--- src/rtl/veda_ifetch.sv ---
// VEDA instruction fetch: PC, 2-entry fetch buffer, redirect and halt handling.
// Optional bounds check enabled by defining VEDA_IFETCH_BOUNDS_EN.
module veda_ifetch #(
    parameter logic [31:0] RESET_PC   = 32'h0000_0000,
    parameter logic [31:0] INIT_ADDR  = 32'hFFFF_FFFC,
    parameter int          IMEM_WORDS = 128
) (
    input  logic        clk,
    input  logic        rst_n,
    output logic [31:0] imem_addr,
    input  logic [31:0] imem_instr,
    input  logic [5:0]  imem_ctr,
    input  logic [5:0]  imem_funcode,
    input  logic        redirect_valid,
    input  logic [31:0] redirect_pc,
    output logic        out_valid,
    input  logic        out_ready,
    output logic [31:0] out_instr,
    output logic [31:0] out_pc,
    output logic [5:0]  out_ctr,
    output logic [5:0]  out_funcode,
    output logic        halted,
    output logic        fault
);

    localparam logic [1:0]  ST_INIT   = 2'd0;
    localparam logic [1:0]  ST_RUN    = 2'd1;
    localparam logic [1:0]  ST_HALT   = 2'd2;
    localparam logic [31:0] HALT_WORD = 32'hFC00_0000;
    localparam logic [5:0]  HALT_CTR  = 6'b111111;

    typedef struct packed {
        logic [31:0] instr;
        logic [31:0] pc;
        logic [5:0]  ctr;
        logic [5:0]  funcode;
    } entry_t;

    logic [1:0]  state_q, state_d;
    logic [31:0] pc_q, pc_d;
    logic [1:0]  count_q, count_d;
    entry_t      e0_q, e0_d, e1_q, e1_d;
    logic        halted_q, halted_d;
    entry_t      new_e;
    logic        redir, push, pop;

    // out_valid/out_ready: the head transfers on any cycle both are high;
    // out_valid never depends combinationally on out_ready.
    assign redir = redirect_valid && (state_q != ST_INIT);
    assign pop   = out_valid && out_ready;
    assign push  = (state_q == ST_RUN) && (count_q < 2'd2) && !redir;

`ifdef VEDA_IFETCH_BOUNDS_EN
    logic fault_q, fault_d;
    logic oob;
    assign oob = (pc_q[31:2] >= 30'(IMEM_WORDS));
    always_comb begin
        new_e = '{instr: imem_instr, pc: pc_q, ctr: imem_ctr, funcode: imem_funcode};
        if (oob) begin
            new_e = '{instr: HALT_WORD, pc: pc_q, ctr: HALT_CTR, funcode: 6'd0};
        end
    end
    assign fault = fault_q;
`else
    assign new_e = '{instr: imem_instr, pc: pc_q, ctr: imem_ctr, funcode: imem_funcode};
    assign fault = 1'b0;
`endif

    always_comb begin
        state_d  = state_q;
        pc_d     = pc_q;
        count_d  = count_q;
        e0_d     = e0_q;
        e1_d     = e1_q;
        halted_d = halted_q;
`ifdef VEDA_IFETCH_BOUNDS_EN
        fault_d  = fault_q;
`endif
        if (state_q == ST_INIT) begin
            state_d = ST_RUN;
            pc_d    = RESET_PC;
        end else if (redir) begin
            count_d  = 2'd0;
            pc_d     = {redirect_pc[31:2], 2'b00};
            state_d  = ST_RUN;
            halted_d = 1'b0;
`ifdef VEDA_IFETCH_BOUNDS_EN
            fault_d  = 1'b0;
`endif
        end else begin
            if (pop) begin
                if (e0_q.ctr == HALT_CTR) halted_d = 1'b1;
                e0_d    = e1_q;
                count_d = count_q - 2'd1;
            end
            if (push) begin
                pc_d = pc_q + 32'd4;
                if (new_e.ctr == HALT_CTR) state_d = ST_HALT;
`ifdef VEDA_IFETCH_BOUNDS_EN
                if (oob) fault_d = 1'b1;
`endif
                // Slot chosen after the same-cycle pop has shifted the buffer.
                if (count_d == 2'd0) e0_d = new_e;
                else                 e1_d = new_e;
                count_d = count_d + 2'd1;
            end
        end
    end

    always_ff @(posedge clk or negedge rst_n) begin
        if (!rst_n) begin
            state_q  <= ST_INIT;
            pc_q     <= RESET_PC;
            count_q  <= 2'd0;
            e0_q     <= '0;
            e1_q     <= '0;
            halted_q <= 1'b0;
`ifdef VEDA_IFETCH_BOUNDS_EN
            fault_q  <= 1'b0;
`endif
        end else begin
            state_q  <= state_d;
            pc_q     <= pc_d;
            count_q  <= count_d;
            e0_q     <= e0_d;
            e1_q     <= e1_d;
            halted_q <= halted_d;
`ifdef VEDA_IFETCH_BOUNDS_EN
            fault_q  <= fault_d;
`endif
        end
    end

    assign imem_addr   = (state_q == ST_INIT) ? INIT_ADDR : pc_q;
    assign out_valid   = (count_q != 2'd0);
    assign out_instr   = out_valid ? e0_q.instr   : 32'd0;
    assign out_pc      = out_valid ? e0_q.pc      : 32'd0;
    assign out_ctr     = out_valid ? e0_q.ctr     : 6'd0;
    assign out_funcode = out_valid ? e0_q.funcode : 6'd0;
    assign halted      = halted_q;

endmodule

--- config.mk ---
export PLATFORM = sky130hd
export DESIGN_NAME = veda_ifetch
export DESIGN_NICKNAME = d
export VERILOG_FILES = /design/src/rtl/veda_ifetch.sv
export SDC_FILE = /design/constraint.sdc
export NUM_CORES = 1
export LEC_CHECK = 0
export BUFFER_PORTS_ARGS = -buffer_cell sky130_fd_sc_hd__clkbuf_2
export CAP_MARGIN = 40
export CORE_MARGIN = 3
export CORE_UTILIZATION = 40
export DETAILED_ROUTE_END_ITERATION = 16
export SKIP_CTS_REPAIR_TIMING = 1
export SLEW_MARGIN = 20
export SYNTH_ARGS = -nofsm -noshare
export SYNTH_HDL_FRONTEND = slang
export SYNTH_SLANG_ARGS = --single-unit
--- constraint.sdc ---
create_clock -name clk -period 5.89 [get_ports clk]
set_input_delay 0 -clock clk [delete_from_list [all_inputs] [get_ports clk]]
set_output_delay 0 -clock clk [all_outputs]
set_load 0.005 [all_outputs]
Word-level counts from Yosys, hierarchy flattened
Cells that the tools add are included.
{ "op_classes": {"add_sub_neg": 3, "magnitude_cmp": 1, "n_eq_ne": 3, "mux": 23, "bitwise_logic": 3, "n_reduce_logical": 17} }
{ "op_table": {"columns": ["operator", "n"], "rows": [
  ["two-way mux 76 bit", 3],
  ["two-way mux 32 bit", 6],
  ["adder 32 x 3 -> 32 bit, second input constant", 1],
  ["two-way mux 2 bit", 9],
  ["equality test 6 bit, second input constant", 2],
  ["two-way mux 6 bit", 2],
  ["nonzero test 2 bit", 4],
  ["nonzero test 3 bit", 2],
  ["logical AND 1 bit", 4],
  ["zero test 2 bit", 2],
  ["AND reduction 2 bit", 2],
  ["AND reduction 4 bit", 1],
  ["two-way mux 1 bit", 3],
  ["NOT 1 bit", 3],
  ["AND reduction 3 bit", 1],
  ["adder 2 x 1 -> 2 bit, second input constant", 1],
  ["equality test 2 x 1 -> 1 bit, second input constant", 1],
  ["< comparator 2 bit, second input constant", 1],
  ["subtractor 2 x 1 -> 2 bit, second input constant", 1],
  ["zero test 1 bit", 1]
]} }
{ "word_totals": {"register_bits": 189, "inputBits": 80, "word_cells": 62} }

Depth between registers and ports, before layout
{ "logic_depth": {"depth_word": 8, "ltp_mapped": 13, "depth_no_buf": 10} }

Worst setup path before layout
Ideal clock, no wire load.
{ "synth_path": {"path_kind": "register -> register", "start": "register count_q[1]", "end": "register e0_q[65] (netlist bit)", "setup_time_ns": 0.126, "arrival_ns": 2.377, "required_ns": 5.764, "setup_slack_ns": 3.387, "path_stages_with_launch": 13, "path_buffers": 3, "period_less_slack_ns": 2.503, "cell_sequence": "dfrtp_1 -> inv_1 -> ha_1 -> nand2b_1 -> clkbuf_1 -> nor2_1 -> a21oi_1 -> ha_1 -> and3_1 -> buf_2 -> buf_2 -> mux2i_1 -> a21oi_1"} }
{ "synth_between": {"elab_chain_len": 8, "word_cells_on_any_way": 13} }
{ "synth_rtl": {"columns": ["item", "line_no", "source"], "rows": [
  ["start: declaration", "41", "logic [1:0] count_q, count_d;"],
  ["start signal: assignment", "124", "count_q <= count_d;"],
  ["branches (longest 7 deep; another with subtractor 2 x 1 -> 2 bit)", null, null],
  ["two-way mux 76 bit (*)", "96", "if (push) begin"],
  ["end signal: assignment", "115", "e0_q <= '0;"],
  ["end signal: assignment", "125", "e0_q <= e0_d;"],
  ["end: declaration", "42", "entry_t e0_q, e0_d, e1_q, e1_d;"]
]} }
Mark *: on every way between the ends. The select of a mux whose other input is x is not followed.
A chain may end at the register's enable or synchronous reset.

Worst setup path after layout
{ "layout_path": {"start": "register count_q[1]", "end": "register e0_q[74] (netlist bit)"} }
Same word-level chain as after synthesis.

==> run_results.csv <==
group,metric,value,unit
outcome,outcome,"finished with violations",
outcome,failed_checks,"negative hold slack",
sta,timing.final.crit_period,3.17,ns
critical_path,critical_path_buf_inv_count,2,
sta,unrepaired_setup_endpoints_after_global_routing,"no",
placement,dp_hpwl,14700,µm
critical_path,timing.critical_path.to_type,"register",
sta,worst-slew-pin-transition,0.739,ns
synth,ys_types,49,
critical_path,critical_path_arrival,3.47,ns
sta,final.period_utilization,53.8,%
sta,tns,0,ns
synth,post-synth-top-area-cell,"dfrtp_1",
sta,clock_skews,0.0122,ns
final_layout,number_of_nets_in_the_layout,1181,
run,timing.max_cap.violations,0,
routing,drtPass1Iterations,5,
global_route,grt_pass1_vias,6577,
clock_tree,clkSlewWorstSetupHoldPaths,0.07,ns
synth,share_of_the_synthesized_area_in_the_top_cell_type,50.6,%
critical_path,critPathMaxStageDelay,0.60,ns
global_route,grt_max_degree,90,
synth,ys.flop_type,"dfrtp_1",
clock_tree,cts_num_sinks,185,
floorplan,ios,191,
critical_path,timing.setup.critical_path_class,"reg2reg",
sta,hold_viol_final,1,
synth,post_synth_inst_count,868,
final_layout,area_growth_syn_to_layout,27.4,%
synth,synth-seq-cells,185,
synth,yosysWarningCount,0,
critical_path,timing.critical_path.fanout_max,34,
global_route,grt_pass1_wl,35400,µm
final_layout,ant_diodes,0,
routing,wirelength_per_cell,16.2,µm
routing,antenna_violating_nets_post_route,0,
final_layout,drive_gt1_share,26.5,%
synth,synth_seq_area_share,50.6,%
floorplan,floorplan.die.width,157,µm
floorplan,design.die.area,24700,µm²
clock_tree,ctsRootBufferMaster,"clkbuf_16",
floorplan,floorplan.initialDensity,41.3,%
routing,route.detailed.vias_per_inst,5.09,
global_route,grt_antenna_before_repair,0,
pwr,vdd_ir_drop_max,0.353,mV
sta,slew_violations,0,
clock_tree,cts_tree,"done",
clock_tree,h-tree-depth,4,
placement,place.port_buffers,185,
pwr,cellPowerDensity,480,nW/µm²
sta,peak_freq,315,MHz
synth,synth_area_leaders,"dfrtp_1, mux2i_1, mux2_2, a21oi_1, nor2b_1",
routing,num_vias,7080,
synth,synth_enable_flop_cells,0,
global_route,global_route.usage.total,17.9,%
critical_path,critPathLaunchType,"register",
worst_hold_path,hp-class,"in2reg",
floorplan,rows,54,
clock_tree,clk-insertion-delay-late,0.43,ns
critical_path,cpLargestDelayFamily,"simple AND/OR/NAND/NOR gates",
critical_path,critical_path_required,6.19,ns
synth,post_synth_instance_area,9140,µm²
synth,synth_area_per_cell,10.5,µm²
final_layout,finalCoreUtilization,52.6,%
pwr,cellLeakagePower,5.21,nW
placement,gpl.final_weighted_congestion,0.794,
floorplan,core_area,22200,µm²
routing,drt_drc_violations_left,0,
sta,max-slew-margin-rel,50.6,%
clock_tree,clock_path_buffers,2,
critical_path,critical-path-top-cell-by-count,"a21oi_1",
routing,drt-initial-drc-count,316,
floorplan,die-height,157,µm
synth,synth_async_sr_flop_share,100,%
critical_path,cp_slowest_cell,"buf_4",
sta,hold_slack,-0.0485,ns
critical_path,crit_chain,"inv_1 -> ha_4 -> nand2b_1 -> nor2_1 -> a21oi_1 -> ha_1 -> and3_2 -> buf_4 -> mux2i_1 -> a21oi_1",
clock_tree,cts_inserted_buffers,17,
routing,post_detailed_routing_wire_length,22600,µm
sta,setup_viol_count_final,0,
global_route,globalRoute.totalOverflow,0,
[flip-flops by register name, summed over array words and instances, names as in the netlist]
signal   count
state_q      2
halted       1
e1_q        74
pc_q        30
e0_q        76
count_q      2
[worst paths after layout]
| check | depth (start not counted) | slack [ns] | from | endpoint |
|---|---|---|---|---|
| max | 10 | 2.72 | count_q[1]$_DFFE_PN0N_ | e0_q[74]$_DFFE_PN0P_ |
| min | 5 | -0.05 | out_ready | halted$_DFFE_PN0P_ |
| max in group asynchronous | 4 | 4.53 | rst_n | e1_q[22]$_DFFE_PN0P_ |
| max reg2reg | 10 | 2.72 | count_q[1]$_DFFE_PN0N_ | e0_q[74]$_DFFE_PN0P_ |
| min in group asynchronous | 2 | 0.17 | rst_n | e1_q[74]$_DFFE_PN0P_ |
| min reg2reg | 1 | 0.49 | e1_q[40]$_DFFE_PN0P_ | e1_q[40]$_DFFE_PN0P_ |
[power by group]
part           total (mW)  switching, mW  leakage, nW  internal, mW
Clock                1.18          0.529        0.288         0.649
Combinational        2.31           1.15         2.80          1.16
Sequential           2.11          0.288         2.12          1.82
[stage by stage]
step                      setup WS (ns)  instances  hold slack [ns]  power (mW)  area [µm²]
after floorplan                    3.39        870           -0.296        3.69        9150
after global placement             2.70       1279            0.102        4.36       10200
after detailed placement           2.68       1282           0.0968        4.44       10300
after CTS                          2.67       1314           -0.372        5.63       10900
after global routing               2.48       1391          0.00699        6.05       11600
final                              2.72       1391          -0.0485        5.60       11600
[cells by family (layout without fill, tap and decap cells)]
group / Yosys count / in the layout / share of synthesized area [%]
buffers and inverters: 73 / 314 / 4.08
and+or+nand+nor: 287 / 287 / 16.7
muxes: 149 / 149 / 17.3
other: 1 / 3 / 0.0410
DFF: 185 / 185 / 50.6
adders and majority gates: 3 / 3 / 0.411
AOI/OAI and AO/OA: 145 / 145 / 8.44
xor gates and xnor gates: 25 / 25 / 2.39
[layout by cell type, fill, tap and decap left out, types with 4 or more instances in the layout]
cell type and count:
xor2_1 5, inv_1 6, nand3_1 12, mux2i_1 75, clkbuf_2 184, and3_1 4, nor3_1 17, buf_4 9
and4_1 4, o21ai_0 27, nand4_1 10, nand2_1 24, a21oi_1 103, nor2b_1 78, nand2b_1 30, mux2_1 24
dfrtp_1 185, dlygate4sd3_1 77, mux2_2 50, clkbuf_16 17, xnor2_1 20, inv_6 5, nor2_1 91
[final cells by class]
type / instances / area [µm²]
fill: 2040 / 10500
sequential: 185 / 4630
multi-input combinational: 612 / 4180
timing repair buffer: 275 / 1860
clock buffer: 18 / 439
tap: 280 / 350
clock inverter: 14 / 159
inverter: 7 / 26.3
[synthesized netlist by cell type, drive strengths merged, types with 18 or more instances]
cell type and number:
dfrtp 185, a21oi 104, nor2 91, nor2b 78, mux2i 75, mux2 74, buf 40, nand2b 30
o21ai 27, clkbuf 26, nand2 25, xnor2 20, nor3 18
[layer usage]
metal	wire length (µm)	global-route usage, %
met1	10600	25.7
met2	10500	27.9
met5	0	0
met3	1140	3.55
met4	308	5.00
[tightest hold or removal path, stage by stage]
cell,delay (ns)
clkbuf_2,0.10
nand2_1,0.06
nor3_1,0.04
nor2_1,0.09
nor2_1,0.05
(Power assumes the default switching activity.)
